### src/rtl/pipe_alu_fwd_if.sv
// Issue, debug-load and result/memory-read signals of the forwarding ALU pipeline.
// The stimulus side drives through master; the pipeline attaches through slave.
interface pipe_alu_fwd_if #(
  parameter int DATA_W = 16,
  parameter int REG_AW = 4,
  parameter int MEM_AW = 8
);
  logic              in_valid;
  logic [REG_AW-1:0] rs1;
  logic [REG_AW-1:0] rs2;
  logic [REG_AW-1:0] rd;
  logic [3:0]        func;
  logic [MEM_AW-1:0] addr;
  logic              dbg_we;
  logic [REG_AW-1:0] dbg_waddr;
  logic [DATA_W-1:0] dbg_wdata;
  logic [MEM_AW-1:0] mem_raddr;
  logic [DATA_W-1:0] mem_rdata;
  logic              out_valid;
  logic [DATA_W-1:0] zout;
  logic [MEM_AW-1:0] out_addr;
  logic              out_err;

  modport master (
    output in_valid, rs1, rs2, rd, func, addr,
    output dbg_we, dbg_waddr, dbg_wdata, mem_raddr,
    input  mem_rdata, out_valid, zout, out_addr, out_err
  );

  modport slave (
    input  in_valid, rs1, rs2, rd, func, addr,
    input  dbg_we, dbg_waddr, dbg_wdata, mem_raddr,
    output mem_rdata, out_valid, zout, out_addr, out_err
  );
endinterface

### src/rtl/pipe_alu_fwd.sv
// Four-stage fetch / execute / write-back / memory ALU pipeline with full operand
// forwarding, illegal-function detection, debug register load and memory read port.
module pipe_alu_fwd #(
  parameter int DATA_W = 16,
  parameter int REG_AW = 4,
  parameter int MEM_AW = 8
) (
  input logic           clk,
  input logic           rst,
  pipe_alu_fwd_if.slave bus
);
  localparam int NREG   = 1 << REG_AW;
  localparam int NMEM   = 1 << MEM_AW;
  localparam int STAGES = 3;

  localparam logic [3:0] F_ADD  = 4'd0;
  localparam logic [3:0] F_SUB  = 4'd1;
  localparam logic [3:0] F_MUL  = 4'd2;
  localparam logic [3:0] F_PASA = 4'd3;
  localparam logic [3:0] F_PASB = 4'd4;
  localparam logic [3:0] F_AND  = 4'd5;
  localparam logic [3:0] F_OR   = 4'd6;
  localparam logic [3:0] F_XOR  = 4'd7;
  localparam logic [3:0] F_NEGA = 4'd8;
  localparam logic [3:0] F_NEGB = 4'd9;
  localparam logic [3:0] F_SHR  = 4'd10;
  localparam logic [3:0] F_SHL  = 4'd11;

  // r_vld_pipe[k] is the valid bit of the instruction held in stage k
  logic [STAGES:1]   r_vld_pipe;

  logic [DATA_W-1:0] r_s1_a;
  logic [DATA_W-1:0] r_s1_b;
  logic [REG_AW-1:0] r_s1_rd;
  logic [3:0]        r_s1_func;
  logic [MEM_AW-1:0] r_s1_addr;

  logic [DATA_W-1:0] r_s2_z;
  logic [REG_AW-1:0] r_s2_rd;
  logic [MEM_AW-1:0] r_s2_addr;
  logic              r_s2_err;

  logic [DATA_W-1:0] r_s3_z;
  logic [MEM_AW-1:0] r_s3_addr;
  logic              r_s3_err;

  logic [DATA_W-1:0] r_regbank [NREG];
  logic [DATA_W-1:0] r_mem     [NMEM];

  logic [DATA_W-1:0]            w_alu_z;
  logic                         w_alu_err;
  logic [1:0][REG_AW-1:0]       w_rs;
  logic [1:0][DATA_W-1:0]       w_op;
  logic                         w_ex_fwd_ok;
  logic                         w_wb_fwd_ok;
  logic                         w_rb_we;
  logic                         w_mem_we;

  // Execute: operates only on the func staged with the instruction
  always_comb begin
    w_alu_z   = '0;
    w_alu_err = 1'b0;
    case (r_s1_func)
      F_ADD:   w_alu_z = r_s1_a + r_s1_b;
      F_SUB:   w_alu_z = r_s1_b - r_s1_a;
      F_MUL:   w_alu_z = r_s1_a * r_s1_b;
      F_PASA:  w_alu_z = r_s1_a;
      F_PASB:  w_alu_z = r_s1_b;
      F_AND:   w_alu_z = r_s1_a & r_s1_b;
      F_OR:    w_alu_z = r_s1_a | r_s1_b;
      F_XOR:   w_alu_z = r_s1_a ^ r_s1_b;
      F_NEGA:  w_alu_z = -r_s1_a;
      F_NEGB:  w_alu_z = -r_s1_b;
      F_SHR:   w_alu_z = r_s1_a >> 1;
      F_SHL:   w_alu_z = r_s1_a << 1;
      default: w_alu_err = 1'b1;
    endcase
  end

  // Forwarding: the instruction in execute is newer than the one in write-back
  assign w_rs        = {bus.rs2, bus.rs1};
  assign w_ex_fwd_ok = r_vld_pipe[1] && !w_alu_err;
  assign w_wb_fwd_ok = r_vld_pipe[2] && !r_s2_err;

  always_comb begin
    w_op = '0;
    for (int i = 0; i < 2; i++) begin
      if (w_ex_fwd_ok && (r_s1_rd == w_rs[i]))
        w_op[i] = w_alu_z;
      else if (w_wb_fwd_ok && (r_s2_rd == w_rs[i]))
        w_op[i] = r_s2_z;
      else
        w_op[i] = r_regbank[w_rs[i]];
    end
  end

  // Valid chain and architecturally visible S3 outputs
  always_ff @(posedge clk) begin
    if (rst) begin
      r_vld_pipe <= '0;
      r_s3_z     <= '0;
      r_s3_addr  <= '0;
      r_s3_err   <= 1'b0;
    end else begin
      r_vld_pipe <= {r_vld_pipe[STAGES-1:1], bus.in_valid};
      r_s3_z     <= r_s2_z;
      r_s3_addr  <= r_s2_addr;
      r_s3_err   <= r_s2_err;
    end
  end

  // Data payload of S1/S2 is qualified by r_vld_pipe, so it needs no reset
  always_ff @(posedge clk) begin
    r_s1_a    <= w_op[0];
    r_s1_b    <= w_op[1];
    r_s1_rd   <= bus.rd;
    r_s1_func <= bus.func;
    r_s1_addr <= bus.addr;
    r_s2_z    <= w_alu_z;
    r_s2_rd   <= r_s1_rd;
    r_s2_addr <= r_s1_addr;
    r_s2_err  <= w_alu_err;
  end

  // Register bank: write-back is issued after the debug write so it wins a collision
  assign w_rb_we = r_vld_pipe[2] && !r_s2_err;

  always_ff @(posedge clk) begin
    if (rst) begin
      for (int k = 0; k < NREG; k++) r_regbank[k] <= '0;
    end else begin
      if (bus.dbg_we) r_regbank[bus.dbg_waddr] <= bus.dbg_wdata;
      if (w_rb_we)    r_regbank[r_s2_rd]       <= r_s2_z;
    end
  end

  // Memory keeps its contents through reset; only the in-flight write is dropped
  assign w_mem_we = !rst && r_vld_pipe[3] && !r_s3_err;

  always_ff @(posedge clk) begin
    if (w_mem_we) r_mem[r_s3_addr] <= r_s3_z;
  end

  assign bus.mem_rdata = r_mem[bus.mem_raddr];
  assign bus.out_valid = r_vld_pipe[3];
  assign bus.zout      = r_s3_z;
  assign bus.out_addr  = r_s3_addr;
  assign bus.out_err   = r_s3_err;
endmodule
### src/flat_wrapper.sv
// flat-port wrapper written by rule: the top's interface ports become plain ports
module pipe_alu_fwd_flat 
#(
  parameter int DATA_W = 16,
  parameter int REG_AW = 4,
  parameter int MEM_AW = 8
)
  (clk, rst, bus_in_valid, bus_rs1, bus_rs2, bus_rd, bus_func, bus_addr, bus_dbg_we, bus_dbg_waddr, bus_dbg_wdata, bus_mem_raddr, bus_mem_rdata, bus_out_valid, bus_zout, bus_out_addr, bus_out_err);
  pipe_alu_fwd_if #(.DATA_W(DATA_W), .REG_AW(REG_AW), .MEM_AW(MEM_AW)) bus_i ();
  input logic clk;
  input logic rst;
  input wire logic [$bits(bus_i.in_valid)-1:0] bus_in_valid;
  input wire logic [$bits(bus_i.rs1)-1:0] bus_rs1;
  input wire logic [$bits(bus_i.rs2)-1:0] bus_rs2;
  input wire logic [$bits(bus_i.rd)-1:0] bus_rd;
  input wire logic [$bits(bus_i.func)-1:0] bus_func;
  input wire logic [$bits(bus_i.addr)-1:0] bus_addr;
  input wire logic [$bits(bus_i.dbg_we)-1:0] bus_dbg_we;
  input wire logic [$bits(bus_i.dbg_waddr)-1:0] bus_dbg_waddr;
  input wire logic [$bits(bus_i.dbg_wdata)-1:0] bus_dbg_wdata;
  input wire logic [$bits(bus_i.mem_raddr)-1:0] bus_mem_raddr;
  output wire logic [$bits(bus_i.mem_rdata)-1:0] bus_mem_rdata;
  output wire logic [$bits(bus_i.out_valid)-1:0] bus_out_valid;
  output wire logic [$bits(bus_i.zout)-1:0] bus_zout;
  output wire logic [$bits(bus_i.out_addr)-1:0] bus_out_addr;
  output wire logic [$bits(bus_i.out_err)-1:0] bus_out_err;
  assign bus_i.in_valid = bus_in_valid;
  assign bus_i.rs1 = bus_rs1;
  assign bus_i.rs2 = bus_rs2;
  assign bus_i.rd = bus_rd;
  assign bus_i.func = bus_func;
  assign bus_i.addr = bus_addr;
  assign bus_i.dbg_we = bus_dbg_we;
  assign bus_i.dbg_waddr = bus_dbg_waddr;
  assign bus_i.dbg_wdata = bus_dbg_wdata;
  assign bus_i.mem_raddr = bus_mem_raddr;
  assign bus_mem_rdata = bus_i.mem_rdata;
  assign bus_out_valid = bus_i.out_valid;
  assign bus_zout = bus_i.zout;
  assign bus_out_addr = bus_i.out_addr;
  assign bus_out_err = bus_i.out_err;
  pipe_alu_fwd #(.DATA_W(DATA_W), .REG_AW(REG_AW), .MEM_AW(MEM_AW)) u_core (.clk(clk), .rst(rst), .bus(bus_i));
endmodule
### config.mk
export PLATFORM = sky130hd
export DESIGN_NAME = pipe_alu_fwd_flat
export DESIGN_NICKNAME = d
export VERILOG_FILES = /design/src/rtl/pipe_alu_fwd_if.sv /design/src/rtl/pipe_alu_fwd.sv /design/src/flat_wrapper.sv
export SDC_FILE = /design/constraint.sdc
export NUM_CORES = 2
export LEC_CHECK = 0
export CAP_MARGIN = 20
export CORE_ASPECT_RATIO = 1.4
export CORE_MARGIN = 2
export CORE_UTILIZATION = 60
export DETAILED_ROUTE_END_ITERATION = 8
export PLACE_DENSITY = 0.82
export SYNTH_ARGS = -nofsm -noshare
export SYNTH_HDL_FRONTEND = slang
export SYNTH_MEMORY_MAX_BITS = 65536
export SYNTH_SLANG_ARGS = --single-unit
### constraint.sdc
create_clock -name clk -period 7.1 [get_ports clk]
set_input_delay 2.13 -clock clk [delete_from_list [all_inputs] [get_ports clk]]
set_output_delay 2.13 -clock clk [all_outputs]
set_load 0.02 [all_outputs]
==> results.md <==
* Mux contribution to synthesized area at 0.189
* H-Tree Depth at 5
* P_sw at 15,500 uW
* CTS Buf Count at 394
* Reg2Reg Capture Point: u_core.r_s2_z[14]
* Register-to-Register Path Depth at 20
* Worst Setup Start Kind: input pin
* Post-CTS Hold Buffers at 0
* Max-cap violations at 0
* I/O pin count at 98
* Cell chain of the critical path: buf_16 -> buf_12 -> buf_16 -> buf_12 -> buf_4 -> mux4_2 -> mux4_2 -> mux4_2 -> a22oi_2 -> buf_4 -> nand2_4 -> buf_6
* Most frequent CP cell: mux4_2
* Placed instance area at 192,000 um^2
* Share of the synthesized area in the top cell type at 0.719
* Int Pwr at 44,300 uW
* Clock sink count at 4,457
* VDD IR max at 0.000222 V
* Achievable Freq at 128 MHz
* Flop pwr share at 0.512
* Largest family of logic cells by synthesized area: multiplexers
* Fin area at 207,000 um^2
* Synth Area in Simple Gates at 0.0286
* Final Max Slew Viols at 93
* Ys async rst share at 0
* Crit end category: output pin
* GR Overflow Total at 0
* Failing checks: slew limit, setup timing
* Synth area leaders: edfxtp_1 (72%), mux4_2 (19%), nand2_1 (1.4%), dfxtp_1 (1.2%), nor2_1 (0.91%)
* Number of I/O port buffers at 97
* CP peak stage delay at 0.75 ns
* Initial antenna violation count at 72
* Final WS setup at -0.720 ns
* Drt wl/cell at 44.8 um
* Pin count of the biggest net entering global routing at 239
* Switching Fraction at 0.259
* Syn Area/Cell at 20.7 um^2
* Crit path kind: in -> out
* Slew Limit Headroom at -0.0757
* Worst-Margin Slew at 1.61 ns
* Core area at 302,000 um^2
* Synth area leader: edfxtp_1
* WL final at 621,000 um
* Nets at 9,750
* Drt pass-1 iters at 7
* Post-synth EDFFs at 4,352
* Syn-to-layout area delta at 14.1%
* Hold endpoint: u_core.r_s2_addr[3]
* Syn. warnings at 0
* Synth Area in Compound Gates at 0.0162
* Fin. Hold Viols at 0
* CP required at 4.97 ns
* Initial Util at 0.602
* Via count at 107k
* M1 WL at 171,000 um
* WL met3 at 86,300 um
* Worst Hold Class: reg -> reg
* Sequential area share after synthesis at 0.731
* Status: finished, violations left
* Row cnt at 239
* # fillers at 16.9k
* Min Tclk post-route at 7.82 ns
* Clock latency on the worst-skew pair at 0.99 ns
* First-pass GRT wire length at 827,000 um
* Max clock buf depth at 4
* Pwr/cell area at 289 nW/um^2
* Fin crit share at 1.10
* HPWL Detailed at 316,000 um
* Post-Syn Area at 182,000 um^2
* Vias in the first global route at 104k
* Die area at 307,000 um^2
* Worst Path Arrival at 5.69 ns
* Post-synthesis adder-cell area fraction at 0.0157
* Die Width at 469 um
* Final Setup Violations at 16
* Flop-to-flop setup slack at 0.54 ns
* Leak at 0.0679 uW
* Comb power frac at 0.117
* Placed cells at 13.0k
* Min-delay src: u_core.r_s1_addr[3]
* Slowest CP cell: mux4_2
* Gr usage total at 0.391
* Post-route clock skew at 0.0785 ns
* Layout cells sized above 1 at 0.307
* Metal2 WL at 295,000 um
* Root buffer cell: clkbuf_16
* Ys flop type: edfxtp_1
* RSZ-0062 raised after global routing: yes
* Worst-path clk slew at 0.06 ns
* Antenna-violating nets left at 0
* Via density at 7.73
* DR top layer: met5
* DRC violations left at 0
* Synth Area in XOR/XNOR at 0.00414
* Clock power frac at 0.371
* Final core utilization at 0.687
* Unique masters post-synth at 65
* Reg2reg start: u_core.r_s1_a[3]
* Placer Congestion at 0.912
* CTS tree: done
* Iter 0 DRT Violations at 21.3k
* Crit Path Max Fanout at 6
* Flops & latches, synth at 4,457
* Worst hold stages at 0
* Post-Syn Nets at 9,004
* Die height at 655 um
* Post-Layout Cell Count at 13.9k
* Cells after Synth at 8,768
==> power by group through the flow <==
stage,registers [uW],clock network (uW),logic [uW]
finish,30600,22200,7010
global route,30600,22800,7280
CTS,30600,21800,6570
detailed placement,31200,0,6260
global placement,31200,0,5990
floorplan,31600,0,3370
==> worst max-delay path: cells and delay by family <==
| kind | cells | cell delay [ns] |
|---|---|---|
| buffers and inverters | 7 | 1.15 |
| AO/OA/AOI/OAI | 1 | 0.41 |
| AND/OR/NAND/NOR | 1 | 0.07 |
| multiplexers | 3 | 1.85 |
==> how the worst max path moves through the flow <==
stage	end	depth (start not counted)	start
after floorplan	bus_mem_rdata[10]	8	bus_mem_raddr[0]
after global placement	bus_mem_rdata[6]	11	bus_mem_raddr[0]
after detailed placement	bus_mem_rdata[6]	11	bus_mem_raddr[0]
after CTS	bus_mem_rdata[8]	11	bus_mem_raddr[0]
after global routing	bus_mem_rdata[12]	12	bus_mem_raddr[0]
final	bus_mem_rdata[12]	12	bus_mem_raddr[0]
==> metal layers <==
layer	track usage	vias to the layer above
li1	-	37500
met5	0.000159	-
met3	0.104	3625
met2	0.632	13000
met1	0.446	53000
met4	0.296	60
==> layout by cell type, fill, tap and decap left out, types with 22 or more instances in the layout <==
cell type           n
edfxtp_1         4352
mux4_2           1504
nand2_1           638
buf_4             616
nor2_1            418
clkbuf_16         402
o21ai_0           301
inv_1             156
buf_12            107
clkinv_1          103
ha_1               99
dfxtp_1            89
fa_1               81
clkbuf_1           73
clkdlybuf4s50_1    70
xnor2_1            63
clkinv_2           57
buf_6              56
a21oi_1            55
nor2b_1            47
diode_2            45
buf_16             45
bufinv_16          39
a22oi_2            29
mux2i_1            25
or3_1              24
xor2_1             23
nor2_2             23
nand3_1            22
==> metrics by stage <==
step	power, uW	TNS (ns)	setup slack, ns	hold WS [ns]
after floorplan	35000	0	0.134	0.310
after global placement	37200	-15.73	-1.18	0.310
after detailed placement	37500	-16.29	-1.17	0.312
after CTS	58900	-5.84	-0.435	0.327
after global routing	60800	-8.51	-0.669	0.335
final	59900	-9.74	-0.720	0.322
==> synthesized netlist by cell type, types with 3 or more instances <==
cell	n
dfxtp_1	105
a222oi_1	5
clkinv_1	4
a32oi_1	3
a21oi_1	55
nand2_1	657
nand2b_1	20
o21ai_0	301
a221oi_1	16
a21o_1	16
nor3b_1	3
nor3_1	20
buf_4	11
o221ai_1	5
and2_1	3
o211ai_1	3
o2111ai_1	3
xnor2_1	63
buf_1	63
nor2b_1	47
edfxtp_1	4352
o21bai_1	3
fa_1	81
inv_1	156
a22oi_1	48
o31ai_1	5
and3_1	6
o21a_1	4
xor2_1	23
ha_1	99
a221o_1	3
o22ai_1	4
mux2i_1	25
mux4_2	1504
or3_1	24
buf_2	90
a22o_1	5
nor2_1	441
nor4_1	7
nand4_1	9
mux2_2	16
clkbuf_1	395
nand3_1	26
a31oi_1	9
==> logic make-up after synthesis <==
logic type | count (synthesis)
AND/OR/NAND/NOR | 1274
AO/OA/AOI/OAI | 503
adder cells (fa/ha/maj) | 180
buffers and inverters | 723
flip-flops | 4457
multiplexers | 1545
XOR/XNOR | 86
==> registers in the layout (all words and copies together), names as in the netlist <==
register,cells
u_core.bus.out_err,1
u_core.r_s2_addr,8
u_core.r_vld_pipe,3
u_core.r_s1_addr,8
u_core.r_s2_rd,4
u_core.r_regbank,256
u_core.bus.zout,16
u_core.r_s2_z,16
u_core.r_s1_b,16
u_core.r_s1_rd,4
u_core.r_s1_a,16
u_core.bus.out_addr,8
u_core.r_s1_func,4
u_core.r_s2_err,1
u_core.r_mem,4096
==> repair_timing <==
item / in CTS / in global routing
buffers inserted: 38 / 47
endpoints found under the setup margin: 16 / 16
pin swaps: 17 / 16
gates cloned: 11 / 3
resized for setup: 222 / 31
==> cell type report <==
cell class	instances	area [um^2]	area share
flip-flops and latches	4457	133000	0.641
clock inverters	241	2300	0.0111
diodes	45	113	0.000543
multi-input cells	3588	46500	0.224
repair buffers	911	9650	0.0465
well taps	3976	4970	0.0240
clock buffers	478	10300	0.0499
inverters	162	608	0.00293
(Power assumes the default switching activity.)
